### src/rtl/ram_ctrl_pkg.sv
`default_nettype none
// ==========================================================================
// Package : ram_ctrl_pkg
// Shared defaults and types for the two-port RAM front end.
// Rev     : 1.0
// ==========================================================================
package ram_ctrl_pkg;

  localparam int DEF_ADDR_W = 10;
  localparam int DEF_DATA_W = 16;

  typedef enum logic [0:0] {
    ST_INIT = 1'b0,
    ST_RUN  = 1'b1
  } state_e;

  typedef logic port_id_t;

endpackage
`default_nettype wire

### src/rtl/ram_port_arbiter_if.sv
`default_nettype none
// ==========================================================================
// Interface : ram_port_arbiter_if
// Request/response bundle shared by the two requesters and the arbiter.
// Rev       : 1.0
// ==========================================================================
interface ram_port_arbiter_if
  import ram_ctrl_pkg::*;
#(
  parameter int ADDR_W = DEF_ADDR_W,
  parameter int DATA_W = DEF_DATA_W
);

  logic [1:0]        req_valid;
  logic [1:0]        req_write;
  logic [ADDR_W-1:0] req_addr0;
  logic [ADDR_W-1:0] req_addr1;
  logic [DATA_W-1:0] req_wdata0;
  logic [DATA_W-1:0] req_wdata1;
  logic [1:0]        req_ready;
  logic [1:0]        rsp_valid;
  logic [DATA_W-1:0] rsp_rdata;

  modport master (
    output req_valid, req_write, req_addr0, req_addr1, req_wdata0, req_wdata1,
    input  req_ready, rsp_valid, rsp_rdata
  );

  modport slave (
    input  req_valid, req_write, req_addr0, req_addr1, req_wdata0, req_wdata1,
    output req_ready, rsp_valid, rsp_rdata
  );

endinterface
`default_nettype wire

### src/rtl/rr_arb2.sv
`default_nettype none
// ==========================================================================
// Module : rr_arb2
// Two-way round-robin grant with a registered one-bit priority pointer.
// Rev    : 1.0
// ==========================================================================
module rr_arb2
  import ram_ctrl_pkg::*;
(
  input  logic       clk,
  input  logic       rst,
  input  logic [1:0] req,
  input  logic       enable,
  input  logic       advance,
  output logic [1:0] gnt
);

  port_id_t r_ptr;

  always_comb begin
    gnt = 2'b00;
    if (enable) begin
      if (req == 2'b11) gnt = r_ptr ? 2'b10 : 2'b01;
      else              gnt = req;
    end
  end

  // After a grant, preference passes to the port that was not served.
  always_ff @(posedge clk or negedge rst) begin
    if (!rst)         r_ptr <= 1'b0;
    else if (advance) r_ptr <= ~gnt[1];
  end

endmodule
`default_nettype wire

### src/rtl/ram_port_arbiter.sv
`default_nettype none
// ==========================================================================
// Module : ram_port_arbiter
// Clears the RAM after reset, then shares it between two requesters.
// Rev    : 1.0
// ==========================================================================
module ram_port_arbiter
  import ram_ctrl_pkg::*;
#(
  parameter int ADDR_W         = DEF_ADDR_W,
  parameter int DATA_W         = DEF_DATA_W,
  parameter int RD_LAT         = 1,
  parameter int CLEAR_ON_RESET = 1
)(
  input  logic               clk,
  input  logic               rst,
  ram_port_arbiter_if.slave  bus,
  output logic               init_done,
  output logic               ram_wr_en,
  output logic               ram_rd_en,
  output logic               ram_blk_select,
  output logic [ADDR_W-1:0]  ram_addr_wr,
  output logic [ADDR_W-1:0]  ram_addr_rd,
  output logic [DATA_W-1:0]  ram_din,
  input  logic [DATA_W-1:0]  ram_dout
);

  localparam logic [0:0]        c_st_init   = ST_INIT;
  localparam logic [0:0]        c_st_run    = ST_RUN;
  localparam logic [0:0]        c_st_reset  = (CLEAR_ON_RESET != 0) ? c_st_init : c_st_run;
  localparam logic [ADDR_W-1:0] c_last_addr = '1;

  logic [0:0]        r_state;
  logic [ADDR_W-1:0] r_cnt;
  logic              r_iss_wr;
  logic              r_iss_rd;
  logic [ADDR_W-1:0] r_iss_addr;
  logic [DATA_W-1:0] r_iss_data;
  port_id_t          r_iss_port;
  logic [RD_LAT-1:0] r_pv;
  logic [RD_LAT-1:0] r_pt;

  logic       w_init;
  logic       w_run;
  logic [1:0] w_gnt;
  logic       w_acc;
  port_id_t   w_sel;

  // Qualify with rst so every output reads zero while reset is held.
  assign w_init = (r_state == c_st_init) && rst;
  assign w_run  = (r_state == c_st_run)  && rst;
  assign w_acc  = |w_gnt;
  assign w_sel  = w_gnt[1];

  rr_arb2 u_arb (
    .clk     (clk),
    .rst     (rst),
    .req     (bus.req_valid),
    .enable  (w_run),
    .advance (w_acc),
    .gnt     (w_gnt)
  );

  always_ff @(posedge clk or negedge rst) begin
    if (!rst) begin
      r_state <= c_st_reset;
      r_cnt   <= '0;
    end else if (r_state == c_st_init) begin
      if (r_cnt == c_last_addr) r_state <= c_st_run;
      else                      r_cnt   <= r_cnt + ADDR_W'(1);
    end
  end

  always_ff @(posedge clk or negedge rst) begin
    if (!rst) begin
      r_iss_wr   <= 1'b0;
      r_iss_rd   <= 1'b0;
      r_iss_addr <= '0;
      r_iss_data <= '0;
      r_iss_port <= 1'b0;
    end else begin
      r_iss_wr <= w_acc &  bus.req_write[w_sel];
      r_iss_rd <= w_acc & ~bus.req_write[w_sel];
      if (w_acc) begin
        r_iss_addr <= w_sel ? bus.req_addr1  : bus.req_addr0;
        r_iss_data <= w_sel ? bus.req_wdata1 : bus.req_wdata0;
        r_iss_port <= w_sel;
      end
    end
  end

  // Read tags travel alongside the RAM's read latency.
  always_ff @(posedge clk or negedge rst) begin
    if (!rst) begin
      r_pv <= '0;
      r_pt <= '0;
    end else begin
      r_pv <= (r_pv << 1) | RD_LAT'(r_iss_rd);
      r_pt <= (r_pt << 1) | RD_LAT'(r_iss_port);
    end
  end

  assign ram_wr_en      = w_init | r_iss_wr;
  assign ram_rd_en      = r_iss_rd;
  assign ram_blk_select = ram_wr_en | ram_rd_en;
  assign ram_addr_wr    = w_init ? r_cnt : r_iss_addr;
  assign ram_addr_rd    = r_iss_addr;
  assign ram_din        = w_init ? '0 : r_iss_data;

  assign init_done     = w_run;
  assign bus.req_ready = w_gnt;
  assign bus.rsp_valid = {r_pv[RD_LAT-1] &  r_pt[RD_LAT-1],
                          r_pv[RD_LAT-1] & ~r_pt[RD_LAT-1]};
  assign bus.rsp_rdata = rst ? ram_dout : '0;

endmodule
`default_nettype wire

### src/flat_wrapper.sv
// flat-port wrapper written by rule: the top's interface ports become plain ports
module ram_port_arbiter_flat import ram_ctrl_pkg::*;
#(
  parameter int ADDR_W         = DEF_ADDR_W,
  parameter int DATA_W         = DEF_DATA_W,
  parameter int RD_LAT         = 1,
  parameter int CLEAR_ON_RESET = 1
)
  (clk, rst, init_done, ram_wr_en, ram_rd_en, ram_blk_select, ram_addr_wr, ram_addr_rd, ram_din, ram_dout, bus_req_valid, bus_req_write, bus_req_addr0, bus_req_addr1, bus_req_wdata0, bus_req_wdata1, bus_req_ready, bus_rsp_valid, bus_rsp_rdata);
  ram_port_arbiter_if #(.ADDR_W(ADDR_W), .DATA_W(DATA_W)) bus_i ();
  input  logic clk;
  input  logic rst;
  output logic init_done;
  output logic ram_wr_en;
  output logic ram_rd_en;
  output logic ram_blk_select;
  output logic [ADDR_W-1:0] ram_addr_wr;
  output logic [ADDR_W-1:0] ram_addr_rd;
  output logic [DATA_W-1:0] ram_din;
  input  logic [DATA_W-1:0] ram_dout;
  input wire logic [$bits(bus_i.req_valid)-1:0] bus_req_valid;
  input wire logic [$bits(bus_i.req_write)-1:0] bus_req_write;
  input wire logic [$bits(bus_i.req_addr0)-1:0] bus_req_addr0;
  input wire logic [$bits(bus_i.req_addr1)-1:0] bus_req_addr1;
  input wire logic [$bits(bus_i.req_wdata0)-1:0] bus_req_wdata0;
  input wire logic [$bits(bus_i.req_wdata1)-1:0] bus_req_wdata1;
  output wire logic [$bits(bus_i.req_ready)-1:0] bus_req_ready;
  output wire logic [$bits(bus_i.rsp_valid)-1:0] bus_rsp_valid;
  output wire logic [$bits(bus_i.rsp_rdata)-1:0] bus_rsp_rdata;
  assign bus_i.req_valid = bus_req_valid;
  assign bus_i.req_write = bus_req_write;
  assign bus_i.req_addr0 = bus_req_addr0;
  assign bus_i.req_addr1 = bus_req_addr1;
  assign bus_i.req_wdata0 = bus_req_wdata0;
  assign bus_i.req_wdata1 = bus_req_wdata1;
  assign bus_req_ready = bus_i.req_ready;
  assign bus_rsp_valid = bus_i.rsp_valid;
  assign bus_rsp_rdata = bus_i.rsp_rdata;
  ram_port_arbiter #(.ADDR_W(ADDR_W), .DATA_W(DATA_W), .RD_LAT(RD_LAT), .CLEAR_ON_RESET(CLEAR_ON_RESET)) u_core (.clk(clk), .rst(rst), .bus(bus_i), .init_done(init_done), .ram_wr_en(ram_wr_en), .ram_rd_en(ram_rd_en), .ram_blk_select(ram_blk_select), .ram_addr_wr(ram_addr_wr), .ram_addr_rd(ram_addr_rd), .ram_din(ram_din), .ram_dout(ram_dout));
endmodule
### config.mk
export PLATFORM = sky130hd
export DESIGN_NAME = ram_port_arbiter_flat
export DESIGN_NICKNAME = d
export VERILOG_FILES = /design/src/rtl/ram_ctrl_pkg.sv /design/src/rtl/ram_port_arbiter_if.sv /design/src/rtl/rr_arb2.sv /design/src/rtl/ram_port_arbiter.sv /design/src/flat_wrapper.sv
export SDC_FILE = /design/constraint.sdc
export NUM_CORES = 1
export LEC_CHECK = 0
export ABC_AREA = 0
export BUFFER_PORTS_ARGS = -buffer_cell sky130_fd_sc_hd__buf_2
export CORE_ASPECT_RATIO = 1.1
export CORE_UTILIZATION = 49
export DETAILED_ROUTE_END_ITERATION = 7
export PLACE_DENSITY_LB_ADDON = 0.15
export SYNTH_ARGS = -nofsm -noshare
export SYNTH_HDL_FRONTEND = slang
export SYNTH_SLANG_ARGS = --single-unit
### constraint.sdc
create_clock -name clk -period 2.7 [get_ports clk]
set_input_delay 0 -clock clk [delete_from_list [all_inputs] [get_ports clk]]
set_output_delay 0 -clock clk [all_outputs]
set_load 0.005 [all_outputs]
==> impl.org <==
** Cells and area
- Fraction of layout cells with a size suffix above 1 :: 0.359
- Cell Count, Final, Fillers Out :: 509
- Total number of nets in the final design :: 525
- N_diodes :: 0
- Area growth from synthesis to layout :: 49.1%

** Route
- For this run, the detailed router's first-pass iteration total came to 4.
- Total vias in the final route :: 2750
- Number of nets still failing antenna checks after routing :: 0
- After detailed routing, the total wire length is 7470 um.
- Initial DRC Count :: 172
- Routed wire length per instance :: 14.7 um
- After detailed routing, the number of remaining DRC violations is 0.
- Dividing the detail-routed via count by the number of cells gives 5.40.

** Placed design
- The count of buffers added on input and output ports is 133.
- Final estimated routing congestion in global placement :: 0.842
- Number of placed cells counting well taps :: 447
- Once detailed placement completed, the half-perimeter wirelength came to 4610 um.

** Worst setup path
- Among all stages on the critical path, the largest delay is contributed by and3_1.
- CP max stage delay :: 0.58 ns
- The worst setup path is captured at a flip-flop.
- Counting both buffers and inverters, the worst setup path holds a total of 4.
- Startpoint type of the worst setup path :: input pin
- STA puts the critical path data required time at 2.94 ns.
- Grouping stages by cell kind, the critical path spends the most delay in buffers and inverters.
- The cell that appears most often on the critical path is dlygate4sd3_1.
- Crit path cell chain :: dlygate4sd3_1 -> buf_2 -> and3_1 -> buf_4 -> nand3_1 -> a31oi_1 -> dlygate4sd3_1
- Worst-path maximum fanout :: 17
- At the worst endpoint, the arrival time is 2.66 ns.
- The setup path with the least slack is of type input pin to flip-flop.

** Synthesis
- A synthesized cell averages 9.15 sq um.
- Yosys warns :: 0
- For this run, the register share of the synthesized area comes to 0.426.
- Synthesis instantiated 38 different standard cells from the library.
- Number of instances in the synthesized netlist :: 276
- In this run the cell area of the synthesized design comes to 2520 sq um.
- Post-synthesis sequential element count :: 43
- Synthesized net count :: 351

** Die
- The total area inside the core boundary comes to 4970 sq um.
- The initial utilization of the core area, before any placement, comes to 0.508.
- In this run the count of I/O pins placed on the die edge is 134.
- The die is 77.3 um tall.
- Number of standard-cell rows in the floorplan :: 27
- Die X :: 70.4 um
- The floorplan step defined a die boundary enclosing 5440 sq um.

** Global route
- Global-route congestion overflow total :: 0
- Entering global routing, the biggest net connects 49 pins.
- The first global-routing pass estimated 12100 um of wire.
- In the global route stage, overall resource usage came out at 0.279.
- The number of antenna violations at the first check in global routing is 0.
- Number of global-route vias before repair :: 2609

** Power
- Power comes to 0.00125 W.
- Static Leak :: 2.02 nW
- Dividing total power by cell area gives a power density of 331 nW/um^2.
- The worst-case IR drop observed on VDD is 238 uV.

** Timing
- Maximum clock skew at final layout :: 0.00675 ns
- Min Tclk post-route :: 2.42 ns
- Rel. slew slack :: 0.634
- Period Utilization, post-route :: 0.897
- Final setup violation count :: 0
- Hold WS :: 0.00861 ns
- Total Neg Setup Slack :: 0 ns
- The final hold violation count was 0.
- Number of pins exceeding their max-slew limit in the final report :: 0
- Setup repair after global routing missed its margin :: no
- For the pin with the worst max-slew slack, the measured transition is 0.549 ns.
- Peak clock frequency supported by timing :: 0.413 GHz

** Status
- The run finished with clean final reports.

** Clock network
- Deepest level of the CTS H-tree :: 2
- Clock tree synthesis found a total of 43 sinks.
- CTS tree :: built
- Deepest clock path buffer count :: 2
- At the later pin of the worst-skew pair, clock insertion delay measures 0.30 ns.
- The number of clock buffers added by TritonCTS is 5.
- Setup Buffers After CTS :: 0
- Cts hold-fix bufs :: 54
- CTS Root Buffer Type :: clkbuf_8
- Total of cells resized after clock tree synthesis :: 0
- Clock-pin slew was measured on the worst setup and hold paths at 0.08 ns.

** Hold path
- Class of the worst hold path :: input pin to flip-flop

** Run
- The tool flagged a number of max-cap violations equal to 0.
-- cell families (layout without fill, tap and decap cells) --
family	Yosys count	count (layout)	share of synthesized area
xor+xnor	1	1	0.00347
simple gates	114	114	0.250
mux	12	12	0.0540
flops	43	43	0.426
buf+inv	29	204	0.0788
compound gates	76	76	0.182
fa+ha+maj	1	1	0.00495
-- cells in the final DEF (no fill, tap or decap), types with 6 or more instances in the layout --
| cell | instances |
|---|---|
| mux2_2 | 9 |
| and2_1 | 34 |
| nor2_1 | 29 |
| buf_4 | 6 |
| nand3_1 | 27 |
| buf_2 | 133 |
| dfrtp_1 | 43 |
| a31oi_1 | 30 |
| a21oi_1 | 7 |
| clkbuf_8 | 7 |
| o21ai_0 | 27 |
| dlygate4sd3_1 | 54 |
-- where the power goes --
part           internal [W]  leakage, nW  total (W)  switching, W
Clock              0.000234       0.0515   0.000451      0.000218
Combinational     0.0000904         1.39   0.000152     0.0000617
Sequential         0.000643        0.581   0.000643             0
Total              0.000967         2.02    0.00125      0.000279
-- path summary, 6_finish.rpt --
check                                                   start                                end  slack (ns)  depth (start not counted)
worst max-delay path                                      rst  u_core.ram_addr_rd[7]$_DFFE_PN0P_        0.28                          7
worst min-delay path                         bus_req_write[1]          u_core.r_iss_wr$_DFF_PN0_       0.009                          3
worst max register to register       u_core.r_state$_DFF_PN0_  u_core.ram_addr_rd[7]$_DFFE_PN0P_        0.30                          5
worst min register to register  u_core.r_iss_port$_DFFE_PN0P_              u_core.r_pt$_DFF_PN0_        0.38                          0
max in group asynchronous                                 rst  u_core.r_iss_data[14]$_DFFE_PN0P_        1.67                          3
min in group asynchronous                                 rst           u_core.r_state$_DFF_PN0_        0.20                          2
-- per-layer routing --
layer  vias to the layer above  global-route usage  part of all wire
met3                        19              0.0434             0.053
met4                         0               0.114             0.026
met5                         -                   0                 0
met1                      1302               0.333              0.41
li1                       1326                   -                 -
met2                       103               0.493              0.51
-- synth_stat cells, drive strengths merged --
master  instances  area (sq um)
inv             3          11.3
a21boi          3          22.5
o211a           1          10.0
a21o            1          7.51
nand3b          1          7.51
nand2           3          11.3
a21oi           7          35.0
and3            3          20.0
ha              1          12.5
o21ai          30           150
and2           35           220
clkbuf          7          38.8
buf            19           149
a32oi           1          8.76
a31oi          31           209
nor2           29           109
dfrtp          43          1080
mux2i           2          20.0
nand2b          3          18.8
xor2            1          8.76
nor2b           4          25.0
and4            3          26.3
nand4b          2          17.5
a41oi           2          17.5
or2             1          6.26
nand3          28           153
and3b           2          17.5
mux2           10           116
-- area by class of cell --
class                      count  area, sq um
clock buffer                   8          100
timing repair buffer         193         1250
inverter                       3         11.3
sequential                    43         1080
multi-input combinational    204         1250
tap                           58         72.6
fill                         383         1200
-- sequential cells by signal, summed over array words and instances (netlist names) --
signal	flops
u_core.r_cnt	10
u_core.u_arb.r_ptr	1
u_core.r_iss_port	1
u_core.ram_rd_en	1
u_core.ram_addr_rd	10
u_core.r_iss_data	16
u_core.r_pt	1
u_core.r_state	1
u_core.r_pv	1
u_core.r_iss_wr	1
-- worst register-to-register path: stages, from the launching register on --
cell and delay, ns:
dfrtp_1 0.60, and3_1 0.58, buf_4 0.30, nand3_1 0.11
a31oi_1 0.19, dlygate4sd3_1 0.57
-- per-stage QoR --
step / setup slack (ns) / area [sq um] / utilization
detailed placement: 0.906 / 3120 / 0.629
floorplan: 1.34 / 2520 / -
global route: 0.0748 / 3760 / 0.758
global placement: 0.993 / 3120 / 0.629
CTS: 0.336 / 3760 / 0.758
finish: 0.279 / 3760 / 0.758
Note: power is estimated with default switching activity, not from simulation.
